### src/rtl/alu_seq_n_bits.sv
`timescale 1ns/1ps
// Registered, handshaked N-bit ALU: single-cycle logic/arith ops, shift-add
// multiplier and restoring divider, with flags and error held between ops.
module alu_seq_n_bits #(
  parameter int N = 4
) (
  input  logic         clk,
  input  logic         rst,
  input  logic         start,
  input  logic [N-1:0] a,
  input  logic [N-1:0] b,
  input  logic [3:0]   control,
  output logic         busy,
  output logic         done,
  output logic [N-1:0] result,
  output logic [N-1:0] result_hi,
  output logic         v,
  output logic         c,
  output logic         n,
  output logic         z,
  output logic         err
);

  localparam logic [3:0] OP_ADD = 4'd0;
  localparam logic [3:0] OP_SUB = 4'd1;
  localparam logic [3:0] OP_AND = 4'd2;
  localparam logic [3:0] OP_OR  = 4'd3;
  localparam logic [3:0] OP_XOR = 4'd4;
  localparam logic [3:0] OP_LSR = 4'd5;
  localparam logic [3:0] OP_LSL = 4'd6;
  localparam logic [3:0] OP_MOD = 4'd7;
  localparam logic [3:0] OP_MUL = 4'd8;
  localparam logic [3:0] OP_DIV = 4'd9;

  localparam int             CW        = $clog2(N + 1);
  localparam logic [CW-1:0]  ITER_LAST = CW'(N);
  localparam logic [N:0]     N_WIDE    = (N + 1)'(N);

  typedef enum logic [2:0] {S_IDLE, S_EXEC, S_MUL, S_DIV, S_DONE} state_t;

  state_t          state;
  logic [3:0]      op_q;
  logic [N-1:0]    a_q;
  logic [N-1:0]    b_q;
  logic [2*N-1:0]  p_q;
  logic [CW-1:0]   cnt;

  logic            b_zero;
  logic            is_sub;
  logic [N-1:0]    b_eff;
  logic [N:0]      sum;
  logic [N:0]      m_sum;
  logic [N:0]      d_shift;
  logic [N:0]      d_diff;
  logic            shift_oob;

  logic [N-1:0]    fin_res;
  logic [N-1:0]    fin_hi;
  logic            fin_c;
  logic            fin_v;
  logic            fin_err;

  // p_q doubles as {acc, multiplier} for MUL and {remainder, quotient} for DIV/MOD
  always_comb begin
    b_zero    = (b_q == '0);
    is_sub    = (op_q == OP_SUB);
    b_eff     = is_sub ? ~b_q : b_q;
    sum       = {1'b0, a_q} + {1'b0, b_eff} + {{N{1'b0}}, is_sub};
    m_sum     = {1'b0, p_q[2*N-1:N]} + (p_q[0] ? {1'b0, a_q} : '0);
    d_shift   = p_q[2*N-1:N-1];
    d_diff    = d_shift - {1'b0, b_q};
    shift_oob = ({1'b0, b_q} >= N_WIDE);
  end

  always_comb begin
    fin_res = '0;
    fin_hi  = '0;
    fin_c   = 1'b0;
    fin_v   = 1'b0;
    fin_err = 1'b0;
    case (op_q)
      OP_ADD, OP_SUB: begin
        fin_res = sum[N-1:0];
        fin_c   = sum[N];
        fin_v   = (a_q[N-1] == b_eff[N-1]) && (sum[N-1] != a_q[N-1]);
      end
      OP_AND: fin_res = a_q & b_q;
      OP_OR:  fin_res = a_q | b_q;
      OP_XOR: fin_res = a_q ^ b_q;
      OP_LSR: fin_res = shift_oob ? '0 : (a_q >> b_q);
      OP_LSL: fin_res = shift_oob ? '0 : (a_q << b_q);
      OP_MOD: begin
        fin_res = b_zero ? a_q : p_q[2*N-1:N];
        fin_err = b_zero;
      end
      OP_MUL: begin
        fin_res = p_q[N-1:0];
        fin_hi  = p_q[2*N-1:N];
        fin_c   = |p_q[2*N-1:N];
        fin_v   = |p_q[2*N-1:N];
      end
      OP_DIV: begin
        fin_res = b_zero ? '1 : p_q[N-1:0];
        fin_err = b_zero;
      end
      default: fin_err = 1'b1;
    endcase
  end

  always_ff @(posedge clk or posedge rst) begin
    if (rst) begin
      state     <= S_IDLE;
      op_q      <= '0;
      a_q       <= '0;
      b_q       <= '0;
      p_q       <= '0;
      cnt       <= '0;
      busy      <= 1'b0;
      done      <= 1'b0;
      result    <= '0;
      result_hi <= '0;
      v         <= 1'b0;
      c         <= 1'b0;
      n         <= 1'b0;
      z         <= 1'b0;
      err       <= 1'b0;
    end else begin
      done <= 1'b0;
      case (state)
        S_IDLE: begin
          if (start) begin
            op_q <= control;
            a_q  <= a;
            b_q  <= b;
            cnt  <= '0;
            busy <= 1'b1;
            case (control)
              OP_MUL: begin
                p_q   <= {{N{1'b0}}, b};
                state <= S_MUL;
              end
              OP_MOD, OP_DIV: begin
                p_q   <= {{N{1'b0}}, a};
                state <= S_DIV;
              end
              default: begin
                p_q   <= '0;
                state <= S_EXEC;
              end
            endcase
          end
        end
        S_EXEC: state <= S_DONE;
        S_MUL: begin
          if (cnt == ITER_LAST) begin
            state <= S_DONE;
          end else begin
            p_q <= {m_sum, p_q[N-1:1]};
            cnt <= cnt + CW'(1);
          end
        end
        S_DIV: begin
          if (b_zero || cnt == ITER_LAST) begin
            state <= S_DONE;
          end else begin
            p_q <= d_diff[N] ? {d_shift[N-1:0], p_q[N-2:0], 1'b0}
                             : {d_diff[N-1:0],  p_q[N-2:0], 1'b1};
            cnt <= cnt + CW'(1);
          end
        end
        S_DONE: begin
          result    <= fin_res;
          result_hi <= fin_hi;
          v         <= fin_v;
          c         <= fin_c;
          n         <= fin_res[N-1];
          z         <= (fin_res == '0);
          err       <= fin_err;
          done      <= 1'b1;
          busy      <= 1'b0;
          state     <= S_IDLE;
        end
        default: state <= S_IDLE;
      endcase
    end
  end

endmodule

### config.mk
export PLATFORM = sky130hd
export DESIGN_NAME = alu_seq_n_bits
export DESIGN_NICKNAME = d
export VERILOG_FILES = /design/src/rtl/alu_seq_n_bits.sv
export SDC_FILE = /design/constraint.sdc
export NUM_CORES = 1
export LEC_CHECK = 0
export CORE_UTILIZATION = 58
export DETAILED_ROUTE_END_ITERATION = 6
export PLACE_DENSITY = 0.8
export REMOVE_ABC_BUFFERS = 1
export SLEW_MARGIN = 20
export SYNTH_ARGS = -nofsm -noshare
export SYNTH_HDL_FRONTEND = slang
export SYNTH_SLANG_ARGS = --single-unit
### constraint.sdc
create_clock -name clk -period 3.6 [get_ports clk]
set_input_delay 1.08 -clock clk [delete_from_list [all_inputs] [get_ports clk]]
set_output_delay 1.08 -clock clk [all_outputs]
set_load 0.05 [all_outputs]
# Word level (Yosys, flattened, before mapping)

Index checks and enable logic that the tools add are counted.

$mul: 0
$lt $le $gt $ge: 1
Shifts and indexed selects: 2
Equality and inequality tests: 24
Divide/modulo/power cells: 0
Mux-type cells: 29
Reductions and logical operators: 17
Add/sub/neg operators: 5
Bitwise logic cells: 4

Operators by type and width:

| operator           | count |
|---|---|
| $pmux 4 s9         | 1 |
| $mux 8             | 4 |
| $mux 4             | 7 |
| $pmux 8 s3         | 1 |
| $eq 4x3->1 const B | 5 |
| $mux 3             | 6 |
| $eq 4x4->1 const B | 4 |
| $logic_not 4->1    | 3 |
| $pmux 3 s4         | 1 |
| $add 4x4->5        | 2 |
| $ne 2x2->1 const B | 5 |
| $pmux 3 s3         | 1 |
| $eq 4x2->1 const B | 2 |
| $pmux 1 s2         | 4 |
| $pmux 4 s2         | 1 |
| $reduce_or 8->1    | 1 |
| $eq 3x2->1 const B | 2 |
| $eq 3x3->1 const B | 2 |
| $reduce_or 2->1    | 3 |
| $add 5x1->5        | 1 |
| $sub 5x4->5        | 1 |
| $and 4x4->4        | 1 |
| $eq 4x1->1 const B | 1 |
| $ge 4x3->1 const B | 1 |
| other kinds (20)   | 22 |

Bits in read-only memories: 0
Memory bits (writable): 0
Memories kept: 0
Register bits: 41
Output and inout port bits: 15
Latch bits: 0
Bits of input ports: 15

# Depth between registers and ports, before layout

Gate-level depths: netlist (run 1).

Word-level depth: 7
Depth in mapped cells: 11
Depth with buffers taken out: 10

# Least setup slack after synthesis (run 1)

No wires, ideal clock.

Path type: flip-flop to flip-flop
From: reg b_q[1]
To: reg z
Stages on the path, launching flop included: 11
Library setup time: 67 ps
Data arrival time: 2861 ps
Path slack: 672 ps
Clock period less this slack: 2928 ps
Cell sequence: dfrtp_1 buf_4 clkinv_1 xnor2_1 fa_1 nor2b_1 o21ai_2 o2111ai_1 or4_4 a2111oi_4 a32o_2

Cells in the longest elaborated chain, start to end: 6

RTL lines:

| item                   | line | source |
|---|---|---|
| from (decl)            | 44   | `logic [N-1:0] b_q;` |
| from (signal assigned) | 115  | `b_q <= '0;` |
| from (signal assigned) | 134  | `b_q <= b;` |
| $not 4->4              | 67   | `b_eff = is_sub ? ~b_q : b_q;` |
| $mux 4                 | 67   |  |
| $add 4x4->5            | 68   | `sum = {1'b0, a_q} + {1'b0, b_eff} + {{N{1'b0}}, is_sub};` |
| $add 5x1->5            | 68   |  |
| $pmux 4 s9 (*)         | 81   | `case (op_q)` |
| $logic_not 4->1 (*)    | 177  | `z <= (fin_res == '0);` |
| to (signal assigned)   | 177  |  |
| to (decl)              | 20   | `output logic z,` |

Every way passes the cells marked *; elsewhere a longest branch is shown, timed or not.
A chain may end at the register's enable or synchronous reset.

# Worst setup path after layout (run 1)

From: reg op_q[1]
To: reg z

Cells in the longest elaborated chain, start to end: 6

RTL lines:

| item                   | line   | source |
|---|---|---|
| from (decl)            | 42     | `logic [3:0] op_q;` |
| from (signal assigned) | 132    | `op_q <= control;` |
| $eq 4x1->1             | 66, 81 |  |
| $mux 4                 | 67     |  |
| $add 4x4->5            | 68     |  |
| $add 5x1->5            | 68     |  |
| $pmux 4 s9 (*)         | 81     |  |
| $logic_not 4->1 (*)    | 177    |  |

Marked as above.

==> out/metrics.yaml, run 1 <==
outcome: "finished, final reports clean"
synthToLayoutAreaGrowth_pct: 15.43
fp.coreArea_mm2: 0.004848
cpMaxStageDelayCell: "or4_4"
fin_crit_period_ps: 3286
core.rowCount: 25
post_cts.resized_instances: 0
numCtsBuffers: 5
power_leakage_nw: 1.475
grt_max_degree: 41
drt-initial-drc-count: 206
data_required_time_of_the_worst_path_ps: 3840
rsz0062_at_grt: "false"
critical_path.n_buffers_inverters: 1
fp.dieH_um: 73.84
hold_ws_ps: 505.1
cts.repair_timing.setup_buffer_count: 0
critical_path.max_stage_delay_ps: 580
numClockSinks: 40
floorplan.initialDensity_pct: 61.73
cts-root-buf: "clkbuf_8"
async_flop_share_pct: 100.0
clkTransAtPathRegs_ps: 80
route.detailed.drc: 0
maxClockFrequency_mhz: 304.3
cts_htree_levels: 2
global_route.overflow_total: 0
post_route_cells_drive_above_1_share_pct: 8.056
grt_pass1_vias: 2546
worst_ir_drop_vdd_mv: 0.5753
routed_wirelength_mm: 7.614
area_share_of_the_largest_cell_type_after_synthesis_pct: 33.44
grt_resource_usage_total_pct: 31.30
max_cap_violations: 0
grt_antenna_before_repair: 0
post-route-cell-area_mm2: 0.003455
vias_per_cell: 6.105
cts.path.max_buffers: 2
setup_viol_count_final: 0
drtPass1Iterations: 6
max_slew_violation_count: 0
path_class: "reg -> reg"
finalNetCount: 400
critPathMaxFanout: 16
ios: 30
synth-edff-count: 0
antenna_left: 0
routed-via-count: 2607
crit_arrival_ps: 3530
synth_seq_cells: 40
synth_flop_cell: "dfrtp_1"
yosysTopAreaCell: "dfrtp_1"
gpl.final_weighted_congestion: 0.9501
first_pass_grt_wire_length_mm: 12.63
yosys_warnings: 0
ctsHoldBuffers: 0
route.detailed.wl_per_inst_um: 17.83
synth_area_per_cell_um2: 9.069
die_w_um: 73.84
io_buffers: 29
finalSetupTns_ps: 0
antennaDiodeCount: 0
seq_area_frac_synth_pct: 33.44
critical_path.endpoint_type: "register"
critical-path-top-delay-family: "simple AND/OR/NAND/NOR gates"
dpl-instance-area_mm2: 0.003362
power_density_mw_per_mm2: 924.5
synthTopCellsByArea: "dfrtp_1, ha_1, o21ai_0"
holdCritPathClass: "reg -> reg"
relative_max_transition_margin_pct: 43.62
die_area_mm2: 0.005452
clk_latency_ps: 310
dp_hpwl_mm: 5.624
cp_cell_sequence: "nor4b_4 > a21boi_0 > inv_1 > fa_1 > nor2b_1 > o21ai_2 > o2111ai_1 > or4_4 > a2111oi_4 > a32o_2"
tritoncts: "done"
postSynthCellCount: 330
setup.worst_path.start_class: "register"
synth.cell_area_mm2: 0.002993
report.final.hold_viol_count: 0
worst_pin_slew_ps: 843.9
num-fill-cells: 396
clock_skew_ps: 10.69
synth_cell_types: 59
fin_crit_sh_pct: 91.29
cell type report:
| cell class | count | area, um^2 | share of cell area [%] |
|---|---|---|---|
| sequential | 40 | 1001 | 28.98 |
| multi-input combinational | 256 | 1852 | 53.60 |
| clock inverter | 3 | 23.77 | 0.6882 |
| inverter | 18 | 67.56 | 1.956 |
| tap | 67 | 83.83 | 2.427 |
| clock buffer | 5 | 68.82 | 1.992 |
| timing repair buffer | 38 | 357.8 | 10.36 |
power breakdown:
group          total (mW)  switching [mW]  internal [mW]
clock network       0.312           0.175          0.137
registers           0.934           0.307          0.627
logic                1.95            1.14          0.809
kinds of logic after synthesis:
| family | Yosys count | synth area share, % |
|---|---|---|
| simple gates | 102 | 18.44 |
| xor+xnor | 11 | 3.219 |
| fa+ha+maj | 26 | 11.62 |
| flops | 40 | 33.44 |
| buf+inv | 34 | 4.975 |
| compound gates | 100 | 22.41 |
| mux | 17 | 5.895 |
worst reg2reg max path: stages, from the launching register on:
cell	delay (ps)
dfrtp_1	550
nor4b_4	460
a21boi_0	200
inv_1	100
fa_1	390
nor2b_1	150
o21ai_2	140
o2111ai_1	130
or4_4	580
a2111oi_4	320
a32o_2	210
Yosys cell counts, types with 5 or more instances:
library cell / number
a21o_1: 5
buf_2: 5
nand2b_1: 6
inv_1: 17
nand3_1: 5
mux2_2: 5
xnor2_1: 7
clkbuf_1: 5
mux2i_1: 12
dfrtp_1: 40
a21oi_1: 17
and2_1: 5
o21ai_0: 35
a22o_1: 7
ha_1: 23
nor2b_1: 8
nand2_1: 33
nor2_1: 22
registers in the layout (all words and copies together) (netlist names):
name / cells
b_q: 4
result_hi: 4
cnt: 3
busy: 1
a_q: 4
c: 1
state: 3
err: 1
p_q: 8
z: 1
result: 4
op_q: 4
done: 1
v: 1
cells in the final DEF, fill, tap and decap left out, types with 4 or more instances in the layout:
| cell | instances |
|---|---|
| nor3b_1 | 4 |
| and2_1 | 5 |
| nand2b_1 | 6 |
| clkbuf_8 | 5 |
| mux2i_1 | 12 |
| xor2_1 | 4 |
| o31ai_1 | 4 |
| buf_4 | 9 |
| a21o_1 | 5 |
| nor2_1 | 22 |
| ha_1 | 23 |
| a22o_1 | 7 |
| nor2b_1 | 8 |
| inv_1 | 17 |
| nand3_1 | 5 |
| xnor2_1 | 7 |
| clkdlybuf4s50_1 | 29 |
| dfrtp_1 | 40 |
| o21ai_0 | 35 |
| nand2_1 | 33 |
| nor3_1 | 4 |
| mux2_2 | 5 |
| a21oi_1 | 17 |
final timing paths:
check	start	end	slack, ps	cells after the start
max in group asynchronous	rst	a_q[1]	2030	3
worst max register to register	op_q[1]	z	310	10
worst min-delay path	busy	busy	510	1
worst max-delay path	op_q[1]	z	310	10
min in group asynchronous	rst	result_hi[1]	1200	3
worst min register to register	busy	busy	510	1
routing by layer:
metal / vias to the layer above / share of wire [%] / track usage, %
met3: 12 / 5.3 / 4.664
met1: 1242 / 46 / 43.04
li1: 1246 / - / -
met4: 0 / 1.4 / 9.829
met2: 107 / 48 / 50.66
met5: - / 0 / 0
stage by stage:
stage	power (mW)	setup WS (ps)	std cells	utilization (%)
2_1_floorplan	2.243	463.4	314	-
3_3_place_gp	2.822	470.1	419	69.34
3_5_place_dp	2.860	378.7	419	69.34
4_1_cts	3.182	332.8	427	71.25
5_1_grt	3.463	133.3	427	71.25
6_report	3.194	313.6	427	71.25
Power figures use the tool's default switching activity.
==> run 2: changes to the inputs <==
CORE_ASPECT_RATIO = 1.2   (was unset)
==> run 2 against run 1 <==
Compared with the run above:
- die area barely moved
- via count rose by 3.0%
- sequential share of layout area fell by 0.094 points
- clock-buffer cell count rose by 3
- power rose by 1.4%
- global-route usage rose by 0.54 points
- critical endpoint unchanged
==> out/metrics.yaml, run 2 (same netlist as run 1, synthesis figures left out) <==
switching_share_pct: 49.90
power_leakage_nw: 1.493
worst_ir_drop_vdd_mv: 0.5638
die_area_mm2: 0.005453
numClockSinks: 40
routed_wirelength_mm: 7.580
largest-register: "p_q"
setup_viol_count_final: 0
clk_latency_ps: 290
routed-via-count: 2684
maxClockFrequency_mhz: 295.5
outcome: "finished, final reports clean"
layout.cells.most_common: "dfrtp_1"
total_switching_power_mw: 1.616
setup.worst_path.start_class: "register"
synthToLayoutAreaGrowth_pct: 15.80
clock_skew_ps: 2.990
antennaDiodeCount: 0
power.share.clock_pct: 9.5
largest_register_ffs: 8
finalNetCount: 403
vias_per_cell: 6.345
fp.dieH_um: 80.69
route.detailed.wl_per_inst_um: 17.92
post_cts.resized_instances: 0
antenna_left: 0
grt_max_degree: 41
core.rowCount: 28
cts.path.max_buffers: 2
post-route-cell-area_mm2: 0.003466
report.final.hold_viol_count: 0
numCtsBuffers: 5
cts-root-buf: "clkbuf_8"
gpl.final_weighted_congestion: 0.9141
cts_htree_levels: 2
clkTransAtPathRegs_ps: 70
tritoncts: "done"
first_pass_grt_wire_length_mm: 12.78
path_class: "reg -> reg"
rsz0062_at_grt: "false"
critical_path.endpoint_type: "register"
data_required_time_of_the_worst_path_ps: 3830
grt_antenna_before_repair: 0
io_buffers: 29
worst_pin_slew_ps: 866.2
grt_pass1_vias: 2580
cellInternalPower_mw: 1.622
combinationalPowerShare_pct: 62.1
ctsHoldBuffers: 0
dpl-instance-area_mm2: 0.003376
dp_hpwl_mm: 5.570
critPathMaxFanout: 15
die_w_um: 67.58
drtPass1Iterations: 5
relative_max_transition_margin_pct: 42.13
drt-initial-drc-count: 184
floorplan.initialDensity_pct: 60.59
holdCritPathClass: "reg -> reg"
max_slew_violation_count: 0
grt_resource_usage_total_pct: 31.84
fp.coreArea_mm2: 0.004940
route.detailed.drc: 0
fin_crit_period_ps: 3385
max_cap_violations: 0
fin_crit_sh_pct: 94.02
power_density_mw_per_mm2: 934.3
power.sequential.fraction_pct: 28.4
ios: 30
crit_arrival_ps: 3620
global_route.overflow_total: 0
layout.cells.most_common_list: "dfrtp_1, o21ai_0, nand2_1, clkdlybuf4s50_1, ha_1"
finalSetupTns_ps: 0
cts.repair_timing.setup_buffer_count: 0
post_route_cells_drive_above_1_share_pct: 8.264
[run 2: cell count changes in the layout (fill, tap and decap cells not counted), sizes merged]
cell      delta
buf          +3
clkbuf       +3
clkinv       -1
clkinvlp     -2
[run 2: critical path: stages, from the launching register on]
cell,delay [ps]
dfrtp_1,560
nor4b_4,500
xnor2_1,260
fa_1,480
nor2b_1,160
o21ai_2,150
o2111ai_1,110
or4_4,570
a2111oi_4,330
a32o_2,210
[run 2: area by class of cell]
cell class | count | area, um^2
tap | 60 | 75.07
multi-input combinational | 256 | 1852
inverter | 18 | 67.56
fill | 411 | 1474
clock buffer | 8 | 90.09
sequential | 40 | 1001
timing repair buffer | 41 | 380.4
[run 2: power by group through the flow]
stage / clock [mW] / sequential, mW / combinational, mW
2_1_floorplan: 0 / 1.08 / 1.16
3_5_place_dp: 0 / 0.921 / 1.97
6_report: 0.309 / 0.919 / 2.01
4_1_cts: 0.318 / 0.915 / 1.99
5_1_grt: 0.340 / 0.949 / 2.23
3_3_place_gp: 0 / 0.913 / 1.94
[run 2: path summary, 6_finish.rpt]
path / to / slack [ps] / depth (start not counted) / from
max: z / 220 / 9 / op_q[3]
min: busy / 490 / 1 / busy
max reg2reg: z / 220 / 9 / op_q[3]
min reg2reg: busy / 490 / 1 / busy
max in group asynchronous: a_q[0] / 2020 / 3 / rst
min in group asynchronous: result_hi[0] / 1220 / 3 / rst
[run 2: per-layer routing]
layer  vias to the layer above  wire (um)  global-route usage (%)  share of wire, %
met1                      1281       3180                   39.68                42
li1                       1257          -                       -                 -
met4                         0        194                   12.13               2.6
met3                        24        442                   6.108               5.8
met2                       122       3762                   52.97                50
met5                         -          0                       0                 0
[run 2: metrics by stage]
step	hold WS, ps	utilization (%)	std cells	worst slack [ps]	power, mW
2_1_floorplan	475.3	-	314	463.4	2.243
3_3_place_gp	468.5	68.34	415	467.8	2.853
3_5_place_dp	471.1	68.34	415	345.0	2.894
4_1_cts	493.2	70.16	423	267.1	3.227
5_1_grt	511.6	70.16	423	58.28	3.520
6_report	493.4	70.16	423	215.4	3.238
==> run 3: changes to the inputs <==
PLACE_DENSITY = 0.78   (was 0.8)
==> run 3 against run 2 <==
Compared with the run above:
- global-route usage shrank 1.0 points
- sequential share of layout area hardly changed
- clock skew is essentially flat
- fmax grew 0.25%
- routed wire length is 0.21% lower
- sequential power grew 0.7%
- non-clock buffer count is 1 lower
- hold slack got worse by 7.3 ps
- clock power about the same
- cell count is 0.24% lower
==> out/metrics.yaml, run 3 (same netlist as run 1, synthesis figures left out) <==
outcome: "finished, final reports clean"
ff_latch_area_mm2: 0.001001
fin_crit_sh_pct: 93.78
rsz0062_at_grt: "false"
drt-initial-drc-count: 158
gr-usage-met3_pct: 5.114
setup_viol_count_final: 0
power_leakage_nw: 1.495
multi_input_area_mm2: 0.001852
route.detailed.wl_per_inst_um: 17.92
grt_pass1_vias: 2545
fp.dieH_um: 80.69
critical_path.max_stage_delay_ps: 580
max_cap_violations: 0
cts-root-buf: "clkbuf_8"
largest_register_ffs: 8
largest-register: "p_q"
relative_max_transition_margin_pct: 43.84
die_w_um: 67.58
max_slew_violation_count: 0
core.rowCount: 28
finalNetCount: 402
grt_max_degree: 41
io_buffers: 29
post-route-cell-area_mm2: 0.003461
grt_resource_usage_total_pct: 30.80
gpl.final_weighted_congestion: 0.9609
tritoncts: "done"
cts.repair_timing.setup_buffer_count: 0
critPathMaxFanout: 15
clock_skew_ps: 2.970
worst_ir_drop_vdd_mv: 0.5095
die_area_mm2: 0.005453
critical_path.endpoint_type: "register"
antenna_left: 0
data_required_time_of_the_worst_path_ps: 3830
globalRouteMet1Util_pct: 39.49
post_route_cells_drive_above_1_share_pct: 8.564
num-fill-cells: 396
power_density_mw_per_mm2: 928.6
routed-via-count: 2605
fp.coreArea_mm2: 0.004940
first_pass_grt_wire_length_mm: 12.30
numCtsBuffers: 5
cp_cell_sequence: "nor4b_4 > a21boi_0 > inv_1 > fa_1 > nor2b_1 > o21ai_2 > o2111ai_1 > or4_4 > a2111oi_4 > a32o_2"
global_route.usage.met2_pct: 49.50
route.detailed.drc: 0
routed_wirelength_mm: 7.564
grt-busiest-layer: "met2"
setup.worst_path.start_class: "register"
report.final.hold_viol_count: 0
dpl-instance-area_mm2: 0.003368
drtPass1Iterations: 4
finalSetupTns_ps: 0
crit_arrival_ps: 3610
cts_htree_levels: 2
worst_pin_slew_ps: 840.6
ctsHoldBuffers: 0
maxClockFrequency_mhz: 296.2
grt_antenna_before_repair: 0
ios: 30
cts.path.max_buffers: 2
clk_latency_ps: 290
synthToLayoutAreaGrowth_pct: 15.64
numClockSinks: 40
antennaDiodeCount: 0
clkTransAtPathRegs_ps: 80
layout.cells.most_common: "dfrtp_1"
floorplan.initialDensity_pct: 60.59
path_class: "reg -> reg"
post_cts.resized_instances: 0
holdCritPathClass: "reg -> reg"
fin_crit_period_ps: 3376
cpMaxStageDelayCell: "or4_4"
global_route.overflow_total: 0
vias_per_cell: 6.173
layout.cells.most_common_list: "dfrtp_1, o21ai_0, nand2_1, clkdlybuf4s50_1, ha_1"
dp_hpwl_mm: 5.574
-- run 3: per-layer routing --
layer	wire length (um)	vias to the layer above
met5	0	-
met4	216	0
met3	398	16
met2	3656	75
met1	3293	1261
li1	-	1253
-- run 3: worst max-delay path: cells and delay by family, from the launching register on --
family	cells	cell delay, ps
compound gates	5	1010
fa+ha+maj	1	400
buf+inv	1	110
flops	1	550
simple gates	3	1230
-- run 3: stage by stage --
step | hold WS [ps] | setup slack (ps) | power [mW] | cells | utilization (%)
3_3_place_gp | 465.3 | 467.9 | 2.825 | 414 | 68.19
4_1_cts | 491.9 | 255.8 | 3.208 | 422 | 70.06
5_1_grt | 515.0 | 94.09 | 3.478 | 422 | 70.06
2_1_floorplan | 475.3 | 463.4 | 2.243 | 314 | -
3_5_place_dp | 469.6 | 295.4 | 2.879 | 414 | 68.19
6_report | 486.2 | 223.8 | 3.214 | 422 | 70.06
-- run 3: power by group --
group / switching [mW] / total (mW) / internal (mW)
Combinational: 1.15 / 1.98 / 0.825
Clock: 0.158 / 0.311 / 0.153
Sequential: 0.298 / 0.925 / 0.627
-- run 3: area by class of cell --
cell class	count	area share (%)
inverters	18	1.952
repair buffers	40	10.77
well taps	60	2.169
clock inverters	2	0.2892
flip-flops and latches	40	28.92
multi-input cells	256	53.51
clock buffers	6	2.386
-- run 3: path summary, 6_finish.rpt --
kind                         start            to  slack, ps  depth (start not counted)
min in group asynchronous      rst  result_hi[3]       1200                          3
min                           busy          busy        490                          1
max                        op_q[3]             z        220                         10
min reg2reg                   busy          busy        490                          1
max in group asynchronous      rst             z       2020                          3
max reg2reg                op_q[3]             z        220                         10
